===== src/rtl/score_recorder.sv =====
// Live score recorder: samples the note/scale switches once per beat and packs
// them into the nibble-per-position score format used by the playback core.
module score_recorder #(
    parameter int BEAT_CYCLES = 30000000,
    parameter int MAX_NOTES   = 75
) (
    input  logic         clk100mhz,
    input  logic         clr,
    input  logic         rec_en,
    input  logic [3:0]   single_music,
    input  logic [1:0]   single_md,
    output logic [300:0] rhyme,
    output logic [300:0] md,
    output logic [7:0]   how_long,
    output logic         recording,
    output logic         full,
    output logic         beat
);
    localparam int              BC_W    = (BEAT_CYCLES > 1) ? $clog2(BEAT_CYCLES) : 1;
    localparam logic [BC_W-1:0] BC_LAST = BC_W'(BEAT_CYCLES - 1);
    localparam logic [7:0]      CAP     = 8'(MAX_NOTES);

    typedef enum logic [1:0] {IDLE, REC, DONE} state_t;

    state_t          state;
    logic            rec_q;
    logic [BC_W-1:0] bc;
    logic            start;
    logic            sample;
    logic [3:0]      note_nib;
    logic [3:0]      md_nib;
    logic            unused_music_bit3;

    assign unused_music_bit3 = single_music[3];
    assign start             = rec_en & ~rec_q;
    assign sample            = (state == REC) && rec_en && (bc == BC_LAST);

    // An invalid scale code is recorded as a rest.
    always_comb begin
        note_nib = {1'b0, single_music[2:0]};
        md_nib   = {2'b00, single_md};
        if (single_md == 2'd3) begin
            note_nib = 4'd0;
            md_nib   = 4'd0;
        end
    end

    always_ff @(posedge clk100mhz) begin
        // rec_q keeps following rec_en through clr, so a level held across clr
        // is not mistaken for a fresh rising edge.
        rec_q <= rec_en;
        if (clr) begin
            // NOTE: the packed score is a register bank, not a RAM, so it is cleared by clr.
            state     <= IDLE;
            rhyme     <= '0;
            md        <= '0;
            how_long  <= '0;
            recording <= 1'b0;
            full      <= 1'b0;
            beat      <= 1'b0;
            bc        <= '0;
        end else begin
            beat <= 1'b0;
            case (state)
                IDLE, DONE: begin
                    if (start) begin
                        state     <= REC;
                        recording <= 1'b1;
                        rhyme     <= '0;
                        md        <= '0;
                        how_long  <= '0;
                        full      <= 1'b0;
                        bc        <= '0;
                    end
                end
                REC: begin
                    if (!rec_en) begin
                        state     <= DONE;
                        recording <= 1'b0;
                    end else begin
                        bc <= (bc == BC_LAST) ? '0 : bc + BC_W'(1);
                        if (sample) begin
                            // Only positions below MAX_NOTES are ever addressed.
                            for (int p = 0; p < MAX_NOTES; p++) begin
                                if (how_long == 8'(p)) begin
                                    rhyme[4*p +: 4] <= note_nib;
                                    md[4*p +: 4]    <= md_nib;
                                end
                            end
                            how_long <= how_long + 8'd1;
                            beat     <= 1'b1;
                            if (how_long + 8'd1 == CAP) begin
                                full      <= 1'b1;
                                recording <= 1'b0;
                                state     <= DONE;
                            end
                        end
                    end
                end
                default: state <= IDLE;
            endcase
        end
    end
endmodule

===== config.mk =====
export PLATFORM = sky130hd
export DESIGN_NAME = score_recorder
export DESIGN_NICKNAME = d
export VERILOG_FILES = /design/src/rtl/score_recorder.sv
export SDC_FILE = /design/constraint.sdc
export NUM_CORES = 1
export LEC_CHECK = 0
export ABC_AREA = 1
export CAP_MARGIN = 20
export CELL_PAD_IN_SITES_DETAIL_PLACEMENT = 0
export CELL_PAD_IN_SITES_GLOBAL_PLACEMENT = 2
export CORE_ASPECT_RATIO = 0.7
export CORE_UTILIZATION = 29
export DETAILED_ROUTE_END_ITERATION = 16
export PLACE_DENSITY_LB_ADDON = 0.1
export SLEW_MARGIN = 20
export SYNTH_ARGS = -nofsm -noshare
export SYNTH_HDL_FRONTEND = slang
export SYNTH_SLANG_ARGS = --single-unit

===== constraint.sdc =====
create_clock -name clk100mhz -period 4.7 [get_ports clk100mhz]
set_input_delay 0.47 -clock clk100mhz [delete_from_list [all_inputs] [get_ports clk100mhz]]
set_output_delay 0.47 -clock clk100mhz [all_outputs]
set_load 0.005 [all_outputs]

==> results of run 1 <==
-- final timing paths --
kind	from	endpoint	cells past startpoint
max	state[0]$_SDFFE_PP0P_	rhyme[52]$_SDFFE_PP0P_	9
min	clr	recording$_SDFFE_PP0P_	2
max reg2reg	state[0]$_SDFFE_PP0P_	rhyme[52]$_SDFFE_PP0P_	9
min reg2reg	md[225]$_SDFFE_PP0P_	md[225]$_SDFFE_PP0P_	2
-- kinds of logic (layout without fill, tap and decap cells) --
| logic type | count (synthesis) | after routing | share of synthesized area |
|---|---|---|---|
| AO/OA/AOI/OAI | 466 | 466 | 0.121 |
| flip-flops | 414 | 414 | 0.413 |
| buffers and inverters | 505 | 583 | 0.153 |
| other | 1 | 228 | 0.000187 |
| adder cells (fa/ha/maj) | 7 | 7 | 0.00437 |
| AND/OR/NAND/NOR | 1093 | 1093 | 0.302 |
| XOR/XNOR | 11 | 11 | 0.00480 |
-- flip-flops by register name (all words and copies together), names as in the netlist --
register	count
state	2
bc	25
recording	1
beat	1
rhyme	225
full	1
rec_q	1
how_long	8
md	150
-- per-stage QoR --
| stage | worst slack (ps) | total power (uW) | util | hold WS [ps] |
|---|---|---|---|---|
| 2_1_floorplan | 2900 | 4400 | - | 444 |
| 3_3_place_gp | 1240 | 4510 | 0.345 | 448 |
| 3_5_place_dp | 1210 | 4520 | 0.345 | 452 |
| 4_1_cts | 1560 | 8230 | 0.367 | 405 |
| 5_1_grt | 1330 | 8460 | 0.367 | 437 |
| 6_report | 1540 | 8100 | 0.367 | 423 |
-- area by class of cell --
| cell class | instances | share of cell area |
|---|---|---|
| multi-input cells | 1804 | 0.384 |
| flip-flops and latches | 414 | 0.331 |
| repair buffers | 417 | 0.169 |
| inverters | 80 | 0.0120 |
| diodes | 1 | 0.000100 |
| clock buffers | 79 | 0.0575 |
| well taps | 902 | 0.0451 |
| clock inverters | 7 | 0.00195 |
-- worst reg2reg max path, cell delays in order, from the launching register on --
cell and delay [ps]:
dfxtp_1 320, inv_2 50, nor2_4 440, nand2_1 280
nand2_8 450, inv_2 440, a21oi_1 550, nand3_1 280
nand2_1 140, a21oi_1 70
-- layer usage --
metal | vias to the layer above | routed length (um)
met5 | - | 0
li1 | 8855 | -
met3 | 80 | 4840
met4 | 0 | 1660
met1 | 8727 | 36400
met2 | 483 | 33100
-- layout by cell type, fill, tap and decap left out, drive strengths merged, types with 5 or more instances in the layout --
cell,synthesis,layout
nand3,105,105
xor2,7,7
buf,315,25
conb,1,227
inv,80,82
clkdlybuf4s50,0,392
clkbuf,110,79
nor3,16,16
o21ai,61,61
nand2,489,489
nor2,100,100
ha,7,7
o22ai,5,5
dfxtp,414,414
nand4,375,375
a21oi,394,394
-- power by group --
group / internal [uW] / switching (uW)
Combinational: 218 / 641
Sequential: 3550 / 27.6
Clock: 2080 / 1570
==> key figures, run 1 <==
Outcome
  • Status: finished, final reports clean

Synthesis
  • Ys flop type: dfxtp_1
  • Ys async rst share: 0
  • Gate Count Post-Synth: 2497
  • Area share of the largest cell type after synthesis: 0.413
  • Synth unique cells: 41
  • Most frequent cell after synthesis: nand2_1
  • Area leader, netlist: dfxtp_1
  • Top post-synthesis cells by count: nand2_1, dfxtp_1, a21oi_1
  • Syn Area/Cell: 8.03 um^2
  • Warnings, synthesis: 0
  • #FFs+latches synth: 414
  • Number of synthesized flops with an enable pin: 0
  • Synth area leaders: dfxtp_1, nand4_1, buf_4
  • Seq/Total Area, Yosys: 0.413
  • Syn Std Cell Area: 0.0201 mm^2

Run
  • Max cap viols: 0

CTS
  • TritonCTS Buffers: 49
  • Clock Root Buffer: clkbuf_16
  • Clock sink count: 414
  • CTS Hold Buffers Added: 0
  • CTS tree: done
  • Post-CTS setup buffers: 0
  • Resized Gates After CTS: 0
  • Deepest level of the CTS H-tree: 2
  • Latest clock arrival within the worst-skew pair: 600 ps
  • Worst-path clk slew: 60 ps
  • Clk buf depth: 3

GRT
  • GR peak layer: met2
  • Total track usage: 0.208
  • First-pass GRT wire length: 111000 um
  • Vias in the first global route: 16300
  • Met3 GRT Util: 0.0507
  • Total gr overflow: 0
  • GRT met1 Usage: 0.302
  • Global Route met2 Usage: 0.303
  • Largest net degree at the start of global routing: 173
  • Antenna violations before repair: 1

STA
  • Crit path time final: 3160 ps
  • RSZ-0062 raised after global routing: no
  • Setup violations, final: 0
  • Slew HR: 0.256
  • Total negative slack: 0 ps
  • Max Transition Viols Final: 0
  • Highest clock rate: 0.317 GHz
  • Post-route clock period utilization: 0.672
  • Worst Tran Pin Value: 1120 ps
  • Final hold vios: 0
  • Setup Skew: 17.4 ps

Setup path
  • CP endpoint kind: flip-flop
  • Worst path bufs/invs: 2
  • Worst path arrival time: 3600 ps
  • Reg2reg setup slack: 1540 ps
  • Crit path max-delay family: simple AND/OR/NAND/NOR gates
  • CP peak stage delay: 540 ps
  • Req. time, crit path: 5140 ps
  • Crit path cell chain: inv_2 -> nor2_4 -> nand2_1 -> nand2_8 -> inv_2 -> a21oi_1 -> nand3_1 -> nand2_1 -> a21oi_1
  • Startpoint types: flip-flop
  • CP max FO: 59
  • Critical path class: flip-flop to flip-flop
  • Slowest-stage cell, CP: a21oi_1

Drt
  • Final wirelength: 76000 um
  • Routed len/inst: 20.5 um
  • Drt drc: 0
  • Avg Vias per Cell: 4.90
  • 1st-iter DRT viols: 1338
  • Vias: 18100
  • Detail Route Antenna Nets: 0
  • First-pass DRT Iterations: 7

Floorplanning
  • Initial core utilization: 0.294
  • Die Footprint: 0.0702 mm^2
  • Die H: 222 um
  • Num rows: 80
  • I/O pins: 622
  • Die width: 316 um
  • Core area: 0.0683 mm^2

Place
  • Cell Area, Placed: 0.0235 mm^2
  • Post-DP HPWL: 50000 um
  • IO Port Bufs: 393
  • GP Congestion: 0.832
  • Cells after DPL: 3617

Power
  • Leak: 0.00814 uW
  • Power per cell area: 324 mW/mm^2
  • Peak supply drop: 0.213 mV

Cells and area
  • Final #Nets: 2782
  • Area Growth Syn to Fin: 24.8%
  • Seq. cell area: 0.00829 mm^2
  • Fillers: 7122
  • Design Area, Final: 0.0250 mm^2
  • Multi-input logic area: 0.00960 mm^2
  • Non-Filler Instances: 3704
  • Ratio of cells with drive above 1 in the final layout: 0.0757

Min path
  • HP Class: primary input to flip-flop
Note: power is estimated with default switching activity, not from simulation.
==> inputs of run 2 (changes only) <==
Settings changed: CORE_UTILIZATION 29 to 24.
Clock period 4.7 ns to 2.7 ns, I/O delays scaled along.
==> run 2 against run 1 <==
Effect of this change: wire length rose by 7.1%; sequential share of layout area fell by 1.4 points; count of clock-buffer cells in the layout fell by 6; critical endpoint is now rhyme[156]$_SDFFE_PP0P_.
==> key figures, run 2 (synthesized netlist as in run 1, its figures left out) <==
Place
  • GP Congestion: 0.799 (was 0.832)
  • Cell Area, Placed: 0.0246 mm^2 (was 0.0235 mm^2)
  • Pre-CTS setup slack: -31.7 ps (was 1210 ps)
  • Post-DP HPWL: 55800 um (was 50000 um)
  • IO Port Bufs: 393 (unchanged)
  • Cells after DPL: 3873 (was 3617)

Power
  • Clock share of power: 0.457 (was 0.452)
  • Peak supply drop: 0.393 mV (was 0.213 mV)
  • Comb power frac: 0.114 (was 0.106)
  • Sw Ratio: 0.274 (was 0.277)
  • Internal power: 10500 uW (was 5850 uW)
  • Power per cell area: 555 mW/mm^2 (was 324 mW/mm^2)
  • Flop pwr share: 0.430 (was 0.442)
  • Leak: 0.00863 uW (was 0.00814 uW)
  • Psw: 3980 uW (was 2240 uW)

Setup path
  • CP max FO: 8 (was 59)
  • Critical path class: flip-flop to flip-flop (unchanged)
  • Setup crit start: how_long[1]$_SDFFE_PP0P_ (was state[0]$_SDFFE_PP0P_)
  • Reg2reg setup slack: 270 ps (was 1540 ps)
  • Startpoint types: flip-flop (unchanged)
  • Req. time, crit path: 3150 ps (was 5140 ps)
  • Register-to-Register Path Depth: 8 (was 9)
  • Reg2reg end: rhyme[156]$_SDFFE_PP0P_ (was rhyme[52]$_SDFFE_PP0P_)
  • CP endpoint kind: flip-flop (unchanged)
  • Crit Reg-Reg Startpoint: how_long[1]$_SDFFE_PP0P_ (was state[0]$_SDFFE_PP0P_)
  • Worst path arrival time: 2880 ps (was 3600 ps)
  • Crit path to: rhyme[156]$_SDFFE_PP0P_ (was rhyme[52]$_SDFFE_PP0P_)

GRT
  • Antenna violations before repair: 0 (was 1)
  • First-pass GRT wire length: 118000 um (was 111000 um)
  • Largest net degree at the start of global routing: 122 (was 173)
  • Vias in the first global route: 17100 (was 16300)
  • Total gr overflow: 0 (unchanged)
  • Total track usage: 0.184 (was 0.208)

STA
  • Setup Skew: 22.3 ps (was 17.4 ps)
  • Highest clock rate: 0.412 GHz (was 0.317 GHz)
  • Post-route clock period utilization: 0.900 (was 0.672)
  • Slew HR: 0.476 (was 0.256)
  • Max Transition Viols Final: 0 (unchanged)
  • Crit path time final: 2430 ps (was 3160 ps)
  • Final worst setup slack: 270 ps (was 1540 ps)
  • Worst Tran Pin Value: 781 ps (was 1120 ps)
  • Setup violations, final: 0 (unchanged)
  • RSZ-0062 raised after global routing: no (unchanged)
  • Final hold vios: 0 (unchanged)

CTS
  • Clk buf depth: 3 (unchanged)
  • CTS tree: done (unchanged)
  • Post-CTS setup buffers: 0 (unchanged)
  • CTS Hold Buffers Added: 0 (unchanged)
  • Latest clock arrival within the worst-skew pair: 600 ps (about the same)
  • Clock Root Buffer: clkbuf_16 (unchanged)
  • Worst-path clk slew: 60 ps (about the same)
  • Deepest level of the CTS H-tree: 2 (unchanged)
  • TritonCTS Buffers: 48 (was 49)
  • Clock sink count: 414 (unchanged)

Cells and area
  • Largest registers: rhyme: 225 flops, md: 150 flops, bc: 25 flops (unchanged)
  • Fillers: 8708 (was 7122)
  • ANT cells: 0 (was 1)
  • Final #Nets: 2859 (was 2782)
  • Leading cell type in the layout, fill and taps excluded: nand2_1 (unchanged)
  • Largest register FFs: 225 (unchanged)
  • Top reg by flops: rhyme (unchanged)
  • Non-Filler Instances: 3956 (was 3704)
  • Area Growth Syn to Fin: 30.3% (was 24.8%)
  • Design Area, Final: 0.0261 mm^2 (was 0.0250 mm^2)
  • Most frequent cells in the layout: nand2_1, dfxtp_1, clkdlybuf4s50_1, a21oi_1, nand4_1 (unchanged)
  • Ratio of cells with drive above 1 in the final layout: 0.104 (was 0.0757)

Drt
  • 1st-iter DRT viols: 1092 (was 1338)
  • Detail Route Antenna Nets: 0 (unchanged)
  • Routed len/inst: 20.6 um (was 20.5 um)
  • Vias: 18400 (was 18100)
  • Drt drc: 0 (unchanged)
  • Final wirelength: 81400 um (was 76000 um)
  • Avg Vias per Cell: 4.65 (was 4.90)
  • First-pass DRT Iterations: 5 (was 7)

Floorplanning
  • Core area: 0.0826 mm^2 (was 0.0683 mm^2)
  • Die width: 347 um (was 316 um)
  • Die Footprint: 0.0847 mm^2 (was 0.0702 mm^2)
  • Num rows: 88 (was 80)
  • Die H: 244 um (was 222 um)
  • Initial core utilization: 0.243 (was 0.294)
  • I/O pins: 622 (unchanged)

Run
  • Max cap viols: 0 (unchanged)

Outcome
  • Status: finished, final reports clean (unchanged)

Min path
  • HP Class: primary input to flip-flop (unchanged)
## run 2: timing repair
action,CTS,global route
gates resized for setup,0,1
hold endpoints to repair,0,0
setup endpoints to repair,0,5
## run 2: area by class of cell
type	instances	area [um^2]	share of cell area
inverter	80	300	0.0115
timing repair buffer	495	5030	0.192
multi-input combinational	1804	9600	0.367
sequential	414	8290	0.317
clock inverter	10	118	0.00450
tap	1080	1350	0.0517
clock buffer	73	1450	0.0553
## run 2: through the flow
stage	hold WS, ps	TNS [ps]	util	total power [uW]
floorplan	298	0	-	7650
global placement	449	0	0.298	8010
detailed placement	452	-120	0.298	8020
CTS	64.6	0	0.316	14800
global route	108	0	0.316	15200
finish	95.1	0	0.316	14500
## run 2: metal layers
metal,global-route usage,vias to the layer above,wire length [um]
met5,0,-,0
met4,0.0316,0,989
met3,0.0450,67,5180
met2,0.278,454,35800
met1,0.266,8872,39400
li1,-,8999,-
## run 2: power by group through the flow
stage / Combinational (uW) / Clock [uW] / Sequential (uW)
floorplan: 1290 / 0 / 6370
CTS: 1650 / 6900 / 6240
global placement: 1640 / 0 / 6370
global route: 1800 / 7160 / 6240
detailed placement: 1650 / 0 / 6370
finish: 1650 / 6630 / 6240
## run 2: critical path, cell delays in order (launching register included)
cell and delay, ps:
dfxtp_1 490, ha_1 320, inv_1 100, nor2_1 220
inv_1 260, o21ai_1 600, nand3_4 150, nand2_1 90
a21oi_1 50
## run 2: worst min-delay path by stage
stage	from	to	slack [ps]	cells after the start
6_report	clr	bc[17]$_SDFFE_PP0P_	100	2
5_1_grt	clr	rhyme[73]$_SDFFE_PP0P_	110	2
4_1_cts	clr	bc[17]$_SDFFE_PP0P_	60	2
3_5_place_dp	rhyme[42]$_SDFFE_PP0P_	rhyme[42]$_SDFFE_PP0P_	450	2
3_3_place_gp	rhyme[210]$_SDFFE_PP0P_	rhyme[210]$_SDFFE_PP0P_	450	2
2_1_floorplan	rec_en	rec_q$_DFF_P_	300	0
